--- config.mk ---
export PLATFORM = sky130hd
export DESIGN_NAME = note_tone_player
export DESIGN_NICKNAME = d
export VERILOG_FILES = /design/src/rtl/note_pkg.sv /design/src/rtl/note_fifo.sv /design/src/rtl/note_tone_player.sv
export SDC_FILE = /design/constraint.sdc
export NUM_CORES = 1
export LEC_CHECK = 0
export CAP_MARGIN = 20
export CORE_MARGIN = 3
export CORE_UTILIZATION = 54
export DETAILED_ROUTE_END_ITERATION = 6
export PLACE_DENSITY = 0.71
export SLEW_MARGIN = 20
export SYNTH_ARGS = -nofsm -noshare
export SYNTH_HDL_FRONTEND = slang
export SYNTH_HIERARCHICAL = 1
export SYNTH_SLANG_ARGS = --single-unit
--- constraint.sdc ---
create_clock -name clk -period 7.15 [get_ports clk]
set_input_delay 1.43 -clock clk [delete_from_list [all_inputs] [get_ports clk]]
set_output_delay 1.43 -clock clk [all_outputs]
set_load 0.02 [all_outputs]
--- src/rtl/note_pkg.sv ---
// -----------------------------------------------------------------------------
// note_pkg
// Shared definitions for the note tone player: player FSM state encoding,
// default parameter values and the half-period helper.
// No ports (package).
// -----------------------------------------------------------------------------
package note_pkg;

  // Player FSM states
  typedef enum logic [1:0] {
    IDLE = 2'd0,
    PLAY = 2'd1,
    GAP  = 2'd2
  } state_e;

  // Default parameter values
  localparam int DEF_FIFO_DEPTH  = 8;
  localparam int DEF_NOTE_CYCLES = 12500000;
  localparam int DEF_GAP_CYCLES  = 1250000;
  localparam int DEF_HALF_SCALE  = 1000;

  // Width of the half-period product (8-bit code x 16-bit scale)
  localparam int HALF_W = 24;

  // Half-period in clocks: an 8x16 product always fits in 24 bits.
  function automatic logic [HALF_W-1:0] half_period(input logic [7:0] code,
                                                    input logic [15:0] scale);
    return HALF_W'(code) * HALF_W'(scale);
  endfunction

endpackage

--- src/rtl/note_fifo.sv ---
// -----------------------------------------------------------------------------
// note_fifo
// Synchronous first-word-fall-through FIFO for 8-bit note codes.
// The head entry is visible on rd_data whenever the FIFO is not empty, so the
// consumer can load it on the same edge it pops.
// Ports:
//   clk, reset      - clock, asynchronous active-high reset
//   push, wr_data   - write strobe (caller guarantees not full, or popping)
//   pop, rd_data    - read strobe (caller guarantees not empty), head data
//   full, empty     - occupancy flags
//   count           - number of stored entries (0..DEPTH)
// -----------------------------------------------------------------------------
module note_fifo #(
  parameter int DEPTH = 8
) (
  input  logic                     clk,
  input  logic                     reset,
  input  logic                     push,
  input  logic [7:0]               wr_data,
  input  logic                     pop,
  output logic [7:0]               rd_data,
  output logic                     full,
  output logic                     empty,
  output logic [$clog2(DEPTH):0]   count
);

  localparam int AW = $clog2(DEPTH);
  localparam logic [AW:0]   FULL_CNT = (AW+1)'(DEPTH);
  localparam logic [AW:0]   CNT_ONE  = (AW+1)'(1);
  localparam logic [AW-1:0] PTR_ONE  = AW'(1);

  logic [7:0]    mem_q [DEPTH];
  logic [AW-1:0] wr_ptr_q, wr_ptr_d;
  logic [AW-1:0] rd_ptr_q, rd_ptr_d;
  logic [AW:0]   count_q, count_d;

  // Storage array write port (contents need no reset: count gates validity)
  always_ff @(posedge clk) begin
    if (push) begin
      mem_q[wr_ptr_q] <= wr_data;
    end
  end

  // Next pointer and occupancy; pointers wrap naturally as DEPTH is 2^AW
  always_comb begin
    wr_ptr_d = wr_ptr_q;
    rd_ptr_d = rd_ptr_q;
    count_d  = count_q;
    if (push) begin
      wr_ptr_d = wr_ptr_q + PTR_ONE;
    end else begin
      wr_ptr_d = wr_ptr_q;
    end
    if (pop) begin
      rd_ptr_d = rd_ptr_q + PTR_ONE;
    end else begin
      rd_ptr_d = rd_ptr_q;
    end
    case ({push, pop})
      2'b10:   count_d = count_q + CNT_ONE;
      2'b01:   count_d = count_q - CNT_ONE;
      default: count_d = count_q;
    endcase
  end

  // Pointer and occupancy registers
  always_ff @(posedge clk or posedge reset) begin
    if (reset) begin
      wr_ptr_q <= '0;
      rd_ptr_q <= '0;
      count_q  <= '0;
    end else begin
      wr_ptr_q <= wr_ptr_d;
      rd_ptr_q <= rd_ptr_d;
      count_q  <= count_d;
    end
  end

  assign rd_data = mem_q[rd_ptr_q];
  assign full    = (count_q == FULL_CNT);
  assign empty   = (count_q == '0);
  assign count   = count_q;

endmodule

--- src/rtl/note_tone_player.sv ---
// -----------------------------------------------------------------------------
// note_tone_player
// Queues incoming note codes and plays each one as a square wave for
// NOTE_CYCLES clocks, followed by GAP_CYCLES clocks of silence. The square
// wave half-period is note_code*HALF_SCALE clocks; code 0 is a silent rest.
// Ports:
//   clk, reset  - clock, asynchronous active-high reset
//   in_valid    - note strobe; in_data is the note code to queue
//   tone_out    - square-wave audio output
//   playing     - high while a note is sounding
//   note_code   - code most recently taken from the queue
//   overflow    - sticky: a note arrived while the queue was full
//   fifo_count  - current queue occupancy
// -----------------------------------------------------------------------------
module note_tone_player
  import note_pkg::*;
#(
  parameter int FIFO_DEPTH  = DEF_FIFO_DEPTH,
  parameter int NOTE_CYCLES = DEF_NOTE_CYCLES,
  parameter int GAP_CYCLES  = DEF_GAP_CYCLES,
  parameter int HALF_SCALE  = DEF_HALF_SCALE
) (
  input  logic                          clk,
  input  logic                          reset,
  input  logic                          in_valid,
  input  logic [7:0]                    in_data,
  output logic                          tone_out,
  output logic                          playing,
  output logic [7:0]                    note_code,
  output logic                          overflow,
  output logic [$clog2(FIFO_DEPTH):0]   fifo_count
);

  localparam int DUR_W = $clog2(NOTE_CYCLES + 1);
  localparam int GAP_W = $clog2(GAP_CYCLES + 1);
  localparam logic [DUR_W-1:0]  DUR_LAST = DUR_W'(NOTE_CYCLES - 1);
  localparam logic [DUR_W-1:0]  DUR_ONE  = DUR_W'(1);
  localparam logic [GAP_W-1:0]  GAP_LAST = GAP_W'(GAP_CYCLES - 1);
  localparam logic [GAP_W-1:0]  GAP_ONE  = GAP_W'(1);
  localparam logic [15:0]       SCALE    = 16'(HALF_SCALE);

  state_e             state_q, state_d;
  logic [7:0]         note_code_q, note_code_d;
  logic               tone_q, tone_d;
  logic               playing_q, playing_d;
  logic               overflow_q, overflow_d;
  logic [DUR_W-1:0]   dur_q, dur_d;
  logic [GAP_W-1:0]   gap_q, gap_d;
  logic [HALF_W-1:0]  half_q, half_d;

  logic               push_s, pop_s;
  logic               fifo_full_s, fifo_empty_s;
  logic [7:0]         fifo_head_s;
  logic [HALF_W-1:0]  half_period_s;

  note_fifo #(
    .DEPTH (FIFO_DEPTH)
  ) u_fifo (
    .clk     (clk),
    .reset   (reset),
    .push    (push_s),
    .wr_data (in_data),
    .pop     (pop_s),
    .rd_data (fifo_head_s),
    .full    (fifo_full_s),
    .empty   (fifo_empty_s),
    .count   (fifo_count)
  );

  assign half_period_s = half_period(note_code_q, SCALE);

  // Queue handshake: a pop frees a slot on the same edge, so a full queue
  // still accepts a push while popping.
  always_comb begin
    pop_s  = (state_q == IDLE) && !fifo_empty_s;
    push_s = in_valid && (!fifo_full_s || pop_s);
  end

  // Player FSM next state, counters and output values
  always_comb begin
    state_d     = state_q;
    note_code_d = note_code_q;
    tone_d      = tone_q;
    playing_d   = playing_q;
    dur_d       = dur_q;
    gap_d       = gap_q;
    half_d      = half_q;

    if (in_valid && !push_s) begin
      overflow_d = 1'b1;
    end else begin
      overflow_d = overflow_q;
    end

    case (state_q)
      IDLE: begin
        tone_d    = 1'b0;
        playing_d = 1'b0;
        if (pop_s) begin
          state_d     = PLAY;
          note_code_d = fifo_head_s;
          playing_d   = 1'b1;
          dur_d       = '0;
          half_d      = '0;
        end else begin
          state_d = IDLE;
        end
      end
      PLAY: begin
        if (dur_q == DUR_LAST) begin
          state_d   = GAP;
          playing_d = 1'b0;
          tone_d    = 1'b0;
          gap_d     = '0;
        end else begin
          dur_d = dur_q + DUR_ONE;
          // A zero half-period is a rest: keep the output low.
          if (half_period_s == '0) begin
            tone_d = 1'b0;
            half_d = '0;
          end else if (half_q == half_period_s - 24'd1) begin
            tone_d = ~tone_q;
            half_d = '0;
          end else begin
            half_d = half_q + 24'd1;
          end
        end
      end
      GAP: begin
        tone_d    = 1'b0;
        playing_d = 1'b0;
        if (gap_q == GAP_LAST) begin
          state_d = IDLE;
          gap_d   = '0;
        end else begin
          gap_d = gap_q + GAP_ONE;
        end
      end
      default: begin
        state_d   = IDLE;
        tone_d    = 1'b0;
        playing_d = 1'b0;
      end
    endcase
  end

  // Player state and output registers
  always_ff @(posedge clk or posedge reset) begin
    if (reset) begin
      state_q     <= IDLE;
      note_code_q <= 8'd0;
      tone_q      <= 1'b0;
      playing_q   <= 1'b0;
      overflow_q  <= 1'b0;
      dur_q       <= '0;
      gap_q       <= '0;
      half_q      <= '0;
    end else begin
      state_q     <= state_d;
      note_code_q <= note_code_d;
      tone_q      <= tone_d;
      playing_q   <= playing_d;
      overflow_q  <= overflow_d;
      dur_q       <= dur_d;
      gap_q       <= gap_d;
      half_q      <= half_d;
    end
  end

  assign tone_out  = tone_q;
  assign playing   = playing_q;
  assign note_code = note_code_q;
  assign overflow  = overflow_q;

endmodule

==> impl_metrics.csv <==
group,metric,value,unit
route,viasPerCell,5.94,
critical_path,r2r-end,"half_q[9]",
layout,nFillCells,1356,
layout,multi_input_area,4760,um^2
global_routing,grt_pass1_vias,6610,
sta,final-setup-viol-count,0,
route,wl_per_cell,17.3,um
logic_synthesis,synthTopCellsByArea,"dfrtp_1 (25%), edfxtp_1 (21%), ha_1 (6.2%)",
cts,cts_tree,"done",
floorplanning,die_area,18900,um^2
placed_design,pre_cts_ws,952,ps
logic_synthesis,synth_seq_area_share,45.1,%
critical_path,r2r_cells,18,
critical_path,worstSetupPathType,"flip-flop to flip-flop",
cts,clock_sinks,156,
route,remaining_drc_errors,0,
logic_synthesis,yosysWarnings,6,
logic_synthesis,synth_nets,941,
global_routing,grt_pass1_wl,32.8,mm
logic_synthesis,synth_edf_count,64,
cts,cts_max_level,4,
logic_synthesis,synthDominantCellAreaShare,24.6,%
logic_synthesis,ys_seq_elements,156,
critical_path,timing.reg2reg.setup_slack,920,ps
floorplanning,start_util,55.8,%
sta,fin_setup_tns,0,ps
layout,area_growth,11.1,%
cts,cts-buffers-inserted,17,
floorplanning,ios,26,
critical_path,cp-startpoint,"note_code[2]",
critical_path,crit_slowest_cell,"fa_1",
critical_path,path_max_fanout,15,
floorplanning,coreArea,16800,um^2
global_routing,grt.total_usage,22.1,%
outcome,status,"completed",
logic_synthesis,async_flop_share,59.0,%
route,postRouteWirelength,19.4,mm
critical_path,cp-end-kind,"flip-flop",
cts,cts_buffer_depth,2,
cts,cts-hold-fix-buffers,0,
sta,period_needed,6230,ps
critical_path,cp_common_cell,"fa_1",
layout,antenna_cells,0,
logic_synthesis,ys_types,73,
floorplanning,rows,47,
sta,setup_ws,921,ps
global_routing,grt_max_degree,83,
sta,worstMarginPinSlew,982,ps
sta,finalMaxSlewViolations,0,
critical_path,start_kind,"flip-flop",
critical_path,crit_required,7460,ps
sta,relSlewSlack,34.3,%
global_routing,grt_overflow,0,
logic_synthesis,synth_ff_type,"dfrtp_1",
critical_path,worstPathArrival,6540,ps
route,vias,6652,
route,drtIter0Drc,427,
critical_path,slowest_delay,560,ps
layout,regArea,4220,um^2
run,cap_violations,0,
sta,finalHoldViolCount,0,
sta,grt_setup_unrepaired,"false",
logic_synthesis,yosys.area.top_type,"dfrtp_1",
cts,insertion_delay,430,ps
placed_design,gp_congestion,0.839,
sta,finClkSkew,18.5,ps
route,dr.pass1.iters,5,
layout,drive_above_1_share,8.34,%
critical_path,crit_chain,"fa_1, inv_1, fa_1, fa_1, inv_1, fa_1, ha_1, a21oi_1, o21ai_2, xnor2_2, o2111ai_1, nor4_1, a21oi_1, nor4_1, and4_1, buf_4, o31ai_1, a22o_1",
logic_synthesis,syn_area,9360,um^2
cts,path_clk_slew,70,ps
logic_synthesis,syn_inst,862,
floorplanning,die_h,138,um
critical_path,r2r-start,"note_code[2]",
critical_path,cp-endpoint,"half_q[9]",
cts,post_cts_buffers,0,
placed_design,dp_hpwl,13.2,mm
layout,final_util,62.0,%
sta,period_share,87.1,%
cts,ctsResizeCount,0,
logic_synthesis,syn_avg_cell_area,10.9,um^2
placed_design,place.port_buffers,25,
cts,cts_root_buffer,"clkbuf_16",
floorplanning,die_w,138,um
layout,nets,965,
global_routing,antenna_found_initial,0,
min_path,hp-class,"flip-flop to flip-flop",
route,drtAntennaViolNets,0,
sta,max_freq,161,MHz
[layout by cell type, fill, tap and decap left out, types with 17 or more instances in the layout]
master           instances
clkdlybuf4s50_1         25
inv_1                   58
nor3_1                  23
ha_1                    46
edfxtp_1                64
nor2_1                  66
a21oi_1                 23
xnor2_1                 25
nand2_1                 81
fa_1                    22
nand3_1                 29
xor2_1                  31
clkbuf_16               17
dfrtp_1                 92
nand4_1                 17
o21ai_0                 40
[registers in the layout (all words and copies together) (netlist names)]
register	flops
gap_q	21
u_fifo/count	4
overflow	1
u_fifo/rd_ptr_q	3
dur_q	24
half_q	24
playing	1
state_q	2
note_code	8
u_fifo/wr_ptr_q	3
tone_out	1
u_fifo/mem_q	64
[cells by family after synthesis]
| logic type | Yosys count | synth area share [%] |
|---|---|---|
| buffers and inverters | 88 | 4.13 |
| AND/OR/NAND/NOR | 306 | 16.6 |
| adder cells (fa/ha/maj) | 68 | 10.9 |
| multiplexers | 34 | 6.57 |
| flip-flops | 156 | 45.1 |
| AO/OA/AOI/OAI | 152 | 11.1 |
| XOR/XNOR | 58 | 5.66 |
[layer usage]
metal  vias up  global-route usage [%]  share of wire [%]
li1       3185                       -                  -
met1      3329                    29.9                 45
met2       117                    36.3                 50
met3        21                    5.04                3.3
met4         0                    5.82                1.2
met5         -                       0                  0
[area by class of cell]
cell class | instances | share of cell area (%)
well taps | 220 | 2.65
repair buffers | 33 | 3.02
clock inverters | 14 | 1.58
flip-flops and latches | 156 | 40.6
inverters | 60 | 2.18
clock buffers | 18 | 4.13
multi-input cells | 618 | 45.8
[worst min path at each step]
stage / startpoint / to / slack (ps) / depth (start not counted)
finish: overflow / overflow / 480 / 1
global placement: overflow / overflow / 460 / 1
CTS: overflow / overflow / 490 / 1
detailed placement: overflow / overflow / 470 / 1
floorplan: gap_q[10] / gap_q[10] / 460 / 1
global route: overflow / overflow / 500 / 1
[worst max-delay path: cells and delay by family (launching register included)]
kind                     cells  cell delay [ps]
flip-flops                   1              510
buffers and inverters        3              430
AO/OA/AOI/OAI                6             1060
adder cells (fa/ha/maj)      5             2480
AND/OR/NAND/NOR              3             1360
XOR/XNOR                     1              280
[synthesized netlist by cell type (12+ instances only)]
library cell  count
fa_1             22
o21ai_0          40
nand4_1          17
nand3_1          29
a21o_1           16
nor2_1           66
a211oi_1         12
a21oi_1          24
dfrtp_1          92
nor3_1           23
nand2_1          81
ha_1             46
xnor2_1          25
edfxtp_1         64
inv_1            59
and3_1           15
mux4_1           16
xor2_1           31
clkbuf_1         15
[through the flow]
step | instances | area (um^2) | hold slack (ps)
floorplan | 862 | 9360 | 465
global placement | 1087 | 9800 | 461
detailed placement | 1087 | 9800 | 466
CTS | 1119 | 10400 | 486
global route | 1119 | 10400 | 499
finish | 1119 | 10400 | 481
Power is not shown: default switching activity piles up to over one toggle a cycle in this logic, so the estimate is an artifact.
